$ cat src/rtl/hazard_stall_controller_pkg.sv
// Shared definitions for the pipeline hazard/stall controller slice:
// register-index width, memory-wait FSM encoding and watchdog default.
package hazard_stall_controller_pkg;

    localparam int REG_W            = 4;
    localparam int DEFAULT_MAX_WAIT = 15;
    localparam int WAIT_W           = 8;

    typedef enum logic {
        IDLE = 1'b0,
        BUSY = 1'b1
    } mem_state_t;

endpackage

$ cat src/rtl/hazard_stall_controller_if.sv
// Bundle of ID/EXE/MEM hazard inputs and pipeline freeze/flush controls.
// The master side drives the pipeline status; the slave side is the controller.
interface hazard_stall_controller_if
    import hazard_stall_controller_pkg::*;
#(
    parameter int CNT_W = 16
);
    logic             forwardEnIn;
    logic             twoSrcIn;
    logic [REG_W-1:0] src1In;
    logic [REG_W-1:0] src2In;
    logic             EXE_WB_ENIn;
    logic             EXE_MEM_R_ENIn;
    logic [REG_W-1:0] EXE_DestIn;
    logic             MEM_WB_ENIn;
    logic [REG_W-1:0] MEM_DestIn;
    logic             branchTakenIn;
    logic             memReqIn;
    logic             memReadyIn;
    logic             cntClrIn;
    logic             freezePCOut;
    logic             freezeIFIDOut;
    logic             bubbleIDEXOut;
    logic             flushIFIDOut;
    logic             freezeAllOut;
    logic             memErrOut;
    logic [CNT_W-1:0] stallCntOut;

    modport master (
        output forwardEnIn, twoSrcIn, src1In, src2In,
        output EXE_WB_ENIn, EXE_MEM_R_ENIn, EXE_DestIn,
        output MEM_WB_ENIn, MEM_DestIn,
        output branchTakenIn, memReqIn, memReadyIn, cntClrIn,
        input  freezePCOut, freezeIFIDOut, bubbleIDEXOut, flushIFIDOut,
        input  freezeAllOut, memErrOut, stallCntOut
    );

    modport slave (
        input  forwardEnIn, twoSrcIn, src1In, src2In,
        input  EXE_WB_ENIn, EXE_MEM_R_ENIn, EXE_DestIn,
        input  MEM_WB_ENIn, MEM_DestIn,
        input  branchTakenIn, memReqIn, memReadyIn, cntClrIn,
        output freezePCOut, freezeIFIDOut, bubbleIDEXOut, flushIFIDOut,
        output freezeAllOut, memErrOut, stallCntOut
    );

endinterface

$ cat src/rtl/hazard_stall_controller_sat_counter.sv
// Saturating up-counter with synchronous clear, usable for any performance
// event; clear wins over increment and the count sticks at all-ones.
module sat_counter #(
    parameter int CNT_W = 16
) (
    input  logic             clk,
    input  logic             rst,
    input  logic             inc,
    input  logic             clr,
    output logic [CNT_W-1:0] count
);

    always_ff @(posedge clk or posedge rst) begin
        if (rst) begin
            count <= '0;
        end else if (clr) begin
            count <= '0;
        end else if (inc && (count != {CNT_W{1'b1}})) begin
            count <= count + 1'b1;
        end
    end

endmodule

$ cat src/rtl/hazard_stall_controller.sv
// Pipeline stall/flush sequencer: RAW and load-use detection, taken-branch
// squash, SRAM wait tracking with a watchdog, and a stall-cycle counter.
module hazard_stall_controller
    import hazard_stall_controller_pkg::*;
#(
    parameter int MAX_WAIT = DEFAULT_MAX_WAIT,
    parameter int CNT_W    = 16
) (
    input logic                    clk,
    input logic                    rst,
    hazard_stall_controller_if.slave bus
);

    localparam logic [WAIT_W-1:0] LAST_WAIT = WAIT_W'(MAX_WAIT - 1);

    mem_state_t        state;
    logic [WAIT_W-1:0] wait_cnt;
    logic              mem_err;
    logic              mem_stall;
    logic              exe_match;
    logic              mem_match;
    logic              raw_haz;
    logic              stall_event;

    always_comb begin
        exe_match = (bus.EXE_DestIn == bus.src1In) ||
                    (bus.twoSrcIn && (bus.EXE_DestIn == bus.src2In));
        mem_match = (bus.MEM_DestIn == bus.src1In) ||
                    (bus.twoSrcIn && (bus.MEM_DestIn == bus.src2In));
        if (bus.forwardEnIn) begin
            raw_haz = bus.EXE_WB_ENIn && bus.EXE_MEM_R_ENIn && exe_match;
        end else begin
            raw_haz = (bus.EXE_WB_ENIn && exe_match) ||
                      (bus.MEM_WB_ENIn && mem_match);
        end
    end

    // The final BUSY cycle (ready or watchdog expiry) lets the pipeline move.
    always_comb begin
        mem_stall = 1'b0;
        case (state)
            IDLE: mem_stall = bus.memReqIn;
            BUSY: mem_stall = !bus.memReadyIn && (wait_cnt != LAST_WAIT);
        endcase
    end

    always_ff @(posedge clk or posedge rst) begin
        if (rst) begin
            state    <= IDLE;
            wait_cnt <= '0;
            mem_err  <= 1'b0;
        end else begin
            case (state)
                IDLE: begin
                    if (bus.memReqIn) begin
                        state    <= BUSY;
                        wait_cnt <= '0;
                    end
                end
                BUSY: begin
                    if (bus.memReadyIn) begin
                        state <= IDLE;
                    end else if (wait_cnt == LAST_WAIT) begin
                        mem_err <= 1'b1;
                        state   <= IDLE;
                    end else begin
                        wait_cnt <= wait_cnt + 1'b1;
                    end
                end
            endcase
        end
    end

    // Memory stall masks everything; a branch squashes the ID instruction,
    // so any hazard it carried no longer matters.
    always_comb begin
        bus.freezeAllOut  = 1'b0;
        bus.freezePCOut   = 1'b0;
        bus.freezeIFIDOut = 1'b0;
        bus.bubbleIDEXOut = 1'b0;
        bus.flushIFIDOut  = 1'b0;
        if (mem_stall) begin
            bus.freezeAllOut = 1'b1;
        end else if (bus.branchTakenIn) begin
            bus.flushIFIDOut  = 1'b1;
            bus.bubbleIDEXOut = 1'b1;
        end else if (raw_haz) begin
            bus.freezePCOut   = 1'b1;
            bus.freezeIFIDOut = 1'b1;
            bus.bubbleIDEXOut = 1'b1;
        end
    end

    assign stall_event   = bus.freezeAllOut || bus.freezePCOut;
    assign bus.memErrOut = mem_err;

    sat_counter #(
        .CNT_W (CNT_W)
    ) u_stall_cnt (
        .clk   (clk),
        .rst   (rst),
        .inc   (stall_event),
        .clr   (bus.cntClrIn),
        .count (bus.stallCntOut)
    );

endmodule
$ cat src/flat_wrapper.sv
// flat-port wrapper written by rule: the top's interface ports become plain ports
module hazard_stall_controller_flat import hazard_stall_controller_pkg::*;
#(
    parameter int MAX_WAIT = DEFAULT_MAX_WAIT,
    parameter int CNT_W    = 16
)
  (clk, rst, bus_forwardEnIn, bus_twoSrcIn, bus_src1In, bus_src2In, bus_EXE_WB_ENIn, bus_EXE_MEM_R_ENIn, bus_EXE_DestIn, bus_MEM_WB_ENIn, bus_MEM_DestIn, bus_branchTakenIn, bus_memReqIn, bus_memReadyIn, bus_cntClrIn, bus_freezePCOut, bus_freezeIFIDOut, bus_bubbleIDEXOut, bus_flushIFIDOut, bus_freezeAllOut, bus_memErrOut, bus_stallCntOut);
  hazard_stall_controller_if #(.CNT_W(CNT_W)) bus_i ();
  input logic clk;
  input logic rst;
  input wire logic [$bits(bus_i.forwardEnIn)-1:0] bus_forwardEnIn;
  input wire logic [$bits(bus_i.twoSrcIn)-1:0] bus_twoSrcIn;
  input wire logic [$bits(bus_i.src1In)-1:0] bus_src1In;
  input wire logic [$bits(bus_i.src2In)-1:0] bus_src2In;
  input wire logic [$bits(bus_i.EXE_WB_ENIn)-1:0] bus_EXE_WB_ENIn;
  input wire logic [$bits(bus_i.EXE_MEM_R_ENIn)-1:0] bus_EXE_MEM_R_ENIn;
  input wire logic [$bits(bus_i.EXE_DestIn)-1:0] bus_EXE_DestIn;
  input wire logic [$bits(bus_i.MEM_WB_ENIn)-1:0] bus_MEM_WB_ENIn;
  input wire logic [$bits(bus_i.MEM_DestIn)-1:0] bus_MEM_DestIn;
  input wire logic [$bits(bus_i.branchTakenIn)-1:0] bus_branchTakenIn;
  input wire logic [$bits(bus_i.memReqIn)-1:0] bus_memReqIn;
  input wire logic [$bits(bus_i.memReadyIn)-1:0] bus_memReadyIn;
  input wire logic [$bits(bus_i.cntClrIn)-1:0] bus_cntClrIn;
  output wire logic [$bits(bus_i.freezePCOut)-1:0] bus_freezePCOut;
  output wire logic [$bits(bus_i.freezeIFIDOut)-1:0] bus_freezeIFIDOut;
  output wire logic [$bits(bus_i.bubbleIDEXOut)-1:0] bus_bubbleIDEXOut;
  output wire logic [$bits(bus_i.flushIFIDOut)-1:0] bus_flushIFIDOut;
  output wire logic [$bits(bus_i.freezeAllOut)-1:0] bus_freezeAllOut;
  output wire logic [$bits(bus_i.memErrOut)-1:0] bus_memErrOut;
  output wire logic [$bits(bus_i.stallCntOut)-1:0] bus_stallCntOut;
  assign bus_i.forwardEnIn = bus_forwardEnIn;
  assign bus_i.twoSrcIn = bus_twoSrcIn;
  assign bus_i.src1In = bus_src1In;
  assign bus_i.src2In = bus_src2In;
  assign bus_i.EXE_WB_ENIn = bus_EXE_WB_ENIn;
  assign bus_i.EXE_MEM_R_ENIn = bus_EXE_MEM_R_ENIn;
  assign bus_i.EXE_DestIn = bus_EXE_DestIn;
  assign bus_i.MEM_WB_ENIn = bus_MEM_WB_ENIn;
  assign bus_i.MEM_DestIn = bus_MEM_DestIn;
  assign bus_i.branchTakenIn = bus_branchTakenIn;
  assign bus_i.memReqIn = bus_memReqIn;
  assign bus_i.memReadyIn = bus_memReadyIn;
  assign bus_i.cntClrIn = bus_cntClrIn;
  assign bus_freezePCOut = bus_i.freezePCOut;
  assign bus_freezeIFIDOut = bus_i.freezeIFIDOut;
  assign bus_bubbleIDEXOut = bus_i.bubbleIDEXOut;
  assign bus_flushIFIDOut = bus_i.flushIFIDOut;
  assign bus_freezeAllOut = bus_i.freezeAllOut;
  assign bus_memErrOut = bus_i.memErrOut;
  assign bus_stallCntOut = bus_i.stallCntOut;
  hazard_stall_controller #(.MAX_WAIT(MAX_WAIT), .CNT_W(CNT_W)) u_core (.clk(clk), .rst(rst), .bus(bus_i));
endmodule
$ cat config.mk
export PLATFORM = sky130hd
export DESIGN_NAME = hazard_stall_controller_flat
export DESIGN_NICKNAME = d
export VERILOG_FILES = /design/src/rtl/hazard_stall_controller_pkg.sv /design/src/rtl/hazard_stall_controller_if.sv /design/src/rtl/hazard_stall_controller_sat_counter.sv /design/src/rtl/hazard_stall_controller.sv /design/src/flat_wrapper.sv
export SDC_FILE = /design/constraint.sdc
export NUM_CORES = 1
export LEC_CHECK = 0
export CAP_MARGIN = 10
export CORE_MARGIN = 1
export CORE_UTILIZATION = 37
export DETAILED_ROUTE_END_ITERATION = 12
export GPL_ROUTABILITY_DRIVEN = 0
export SYNTH_ARGS = -nofsm -noshare
export SYNTH_HDL_FRONTEND = slang
export SYNTH_HIERARCHICAL = 1
export SYNTH_SLANG_ARGS = --single-unit
$ cat constraint.sdc
create_clock -name clk -period 4.4 [get_ports clk]
set_input_delay 0.88 -clock clk [delete_from_list [all_inputs] [get_ports clk]]
set_output_delay 0.88 -clock clk [all_outputs]
set_load 0.02 [all_outputs]
==> impl_metrics.json <==
{
  "p_per_area_mw_per_mm2": 233,
  "clock.fmax_ghz": 0.251,
  "tns_ns": 0,
  "syn_to_final_growth_pct": 32.7,
  "die_w_um": 69.5,
  "synthTopCellsByCount": "dfrtp_1, xor2_1, a21oi_1",
  "ant_nets": 0,
  "synth_compound_gate_area_share": 0.152,
  "initial_core_util": 0.387,
  "drc": 0,
  "synth_edf_count": 0,
  "netSwitchingFraction": 0.288,
  "vias_per_cell": 5.63,
  "rows": 24,
  "avgSynthCellArea_um2": 9.21,
  "placed_cells": 278,
  "yosys.area_share.adder": 0.0223,
  "finalMaxSlewViolations": 0,
  "netlist_top_cells_area": "dfrtp_1, xor2_1, a21oi_1, o21ai_0, or4_1",
  "synth_cells": 183,
  "p_total_uw": 522,
  "p_comb_frac": 0.237,
  "cts_tree": "built",
  "hold_violations": 0,
  "dieArea_mm2": 0.00483,
  "ir_drop_mv": 0.119,
  "yosysTopAreaCell": "dfrtp_1",
  "cts_sinks": 26,
  "fin_skew_ns": 0.0115,
  "die_y_um": 69.5,
  "post_cts_buffers": 0,
  "clk_path_buf_depth": 2,
  "leakage_uw": 0.000877,
  "dpl_cell_area_mm2": 0.00219,
  "syn_nets": 213,
  "yosys.area_share.simple": 0.265,
  "nets": 261,
  "required_ns": 3.52,
  "synth_ff_type": "dfrtp_1",
  "hpwl_um": 3030,
  "vias": 1583,
  "drt_first_iter_violations": 83,
  "synthMuxAreaShare": 0.0193,
  "synth.distinct_cells": 43,
  "place.port_buffers": 48,
  "p_switching_uw": 150,
  "synth_warnings": 6,
  "wire_per_inst_um": 14.5,
  "antenna_cells": 0,
  "rsz0062_at_grt": "no",
  "drive_gt1_frac": 0.0568,
  "cts.root.buffer_cell": "clkbuf_8",
  "worstMarginPinSlew_ns": 0.792,
  "ys_seq_area_frac": 0.386,
  "r2r-start": "u_core/wait_cnt[0]",
  "cts_hold_buf": 0,
  "crit_path_start": "bus_src1In[2]",
  "grt_max_degree": 20,
  "track_usage": 0.174,
  "period_share": 0.905,
  "holdWs_ns": 0.464,
  "cts_buffers": 3,
  "grt_pass1_vias": 1486,
  "async_reset_ff_frac": 1.00,
  "cts.reportedPaths.clkPinSlew_ns": 0.08,
  "worst_setup_path_start_kind": "input pin",
  "synth.most_common_cell": "dfrtp_1",
  "fillers": 398,
  "stdcell_count": 281,
  "cts-htree-levels": 1,
  "power.clock.fraction": 0.249,
  "clock_latency_ns": 0.27,
  "coreArea_mm2": 0.00435,
  "io-pin-count": 49,
  "antenna_found_initial": 0,
  "timing.max_cap.violations": 0,
  "wirelength_um": 4060,
  "critical_path_class": "in -> out",
  "hp-class": "reg -> reg",
  "seq_power_share": 0.514,
  "netlist_area_mm2": 0.00169,
  "synth_top_family_by_area": "simple AND/OR/NAND/NOR gates",
  "firstDrtPassIters": 4,
  "synth_top_area_share": 0.386,
  "fin_crit_ns": 3.98,
  "cts_resized": 0,
  "synth_xor_area_frac": 0.109,
  "finalInstanceArea_mm2": 0.00224,
  "p_int_uw": 372,
  "slew_headroom": 0.467,
  "overflow": 0,
  "cp-end-kind": "output port",
  "grt_pass1_wl_um": 6840,
  "ys_ff_latch": 26,
  "setup_viol": 0,
  "hold_start": "u_core/bus.memErrOut",
  "cp_max_fo": 3,
  "crit_arrival_ns": 3.10,
  "status": "finished, final reports clean"
}
[per-layer routing]
| layer | wire length [um] | global-route usage | vias to the layer above |
|---|---|---|---|
| met4 | 53 | 0.0567 | 0 |
| li1 | - | - | 769 |
| met5 | 0 | 0 | - |
| met3 | 255 | 0.0247 | 4 |
| met2 | 1840 | 0.275 | 68 |
| met1 | 1910 | 0.245 | 742 |
[metrics by stage]
step                utilization  worst slack [ns]
floorplan                     -              1.11
global placement          0.504             0.513
detailed placement        0.504             0.449
CTS                       0.514             0.415
global route              0.514             0.245
finish                    0.514             0.420
[placed cells by master, fill, tap and decap left out, types with 2 or more instances in the layout]
cell             count
inv_1                9
xnor2_1              2
nor4_1               5
and2b_1              2
nand4_1              6
o21ai_0             11
nand2_1              9
mux2_2               2
o2111ai_1            2
dfrtp_1             26
ha_1                 3
a21oi_1             14
o41ai_1              2
o31ai_1              5
nor2b_1              3
nand3_1              7
or4_1                6
nor3_1               7
clkbuf_8             3
nand2b_1             2
a31oi_1              3
or3_1                7
xor2_1              19
clkdlybuf4s50_1     48
nor2_1              10
[sequential cells by signal, indices dropped and copies added, names as in the netlist]
register and cells:
u_core/state 1, u_core/bus.memErrOut 1, u_core/u_stall_cnt/count 16, u_core/wait_cnt 8
[critical path: stages]
cell and delay (ns):
clkdlybuf4s50_1 0.45, xor2_1 0.19, nor4_1 0.31, a31oi_1 0.08, o32a_1 0.32, nor3_1 0.21, clkdlybuf4s50_1 0.65
[worst paths after layout]
kind                                           endpoint  slack, ns  cells past startpoint
max                                   bus_freezeIFIDOut       0.42                      7
min                                u_core/bus.memErrOut       0.46                      1
max reg2reg                u_core/u_stall_cnt/count[13]       1.76                     10
min reg2reg                        u_core/bus.memErrOut       0.46                      1
max in group asynchronous  u_core/u_stall_cnt/count[15]       2.95                      2
min in group asynchronous          u_core/bus.memErrOut       0.93                      2
[power by group through the flow]
stage          Combinational [uW]  Clock, uW  Sequential, uW
2_1_floorplan                64.6          0             272
3_3_place_gp                  120          0             272
3_5_place_dp                  123          0             273
4_1_cts                       124        141             268
5_1_grt                       136        152             271
6_report                      124        130             268
[cell type report]
type	count	area, um2	area share
Sequential cell	26	651	0.291
Inverter	9	33.8	0.0151
Clock buffer	3	41.3	0.0185
Timing Repair Buffer	49	488	0.218
Multi-Input combinational cell	142	957	0.428
Tap cell	52	65.1	0.0291
[cells by family after synthesis]
group,Yosys count
fa+ha+maj,3
buf+inv,15
xor+xnor,21
flops,26
mux,3
compound gates,41
simple gates,74
Power figures use the tool's default switching activity.
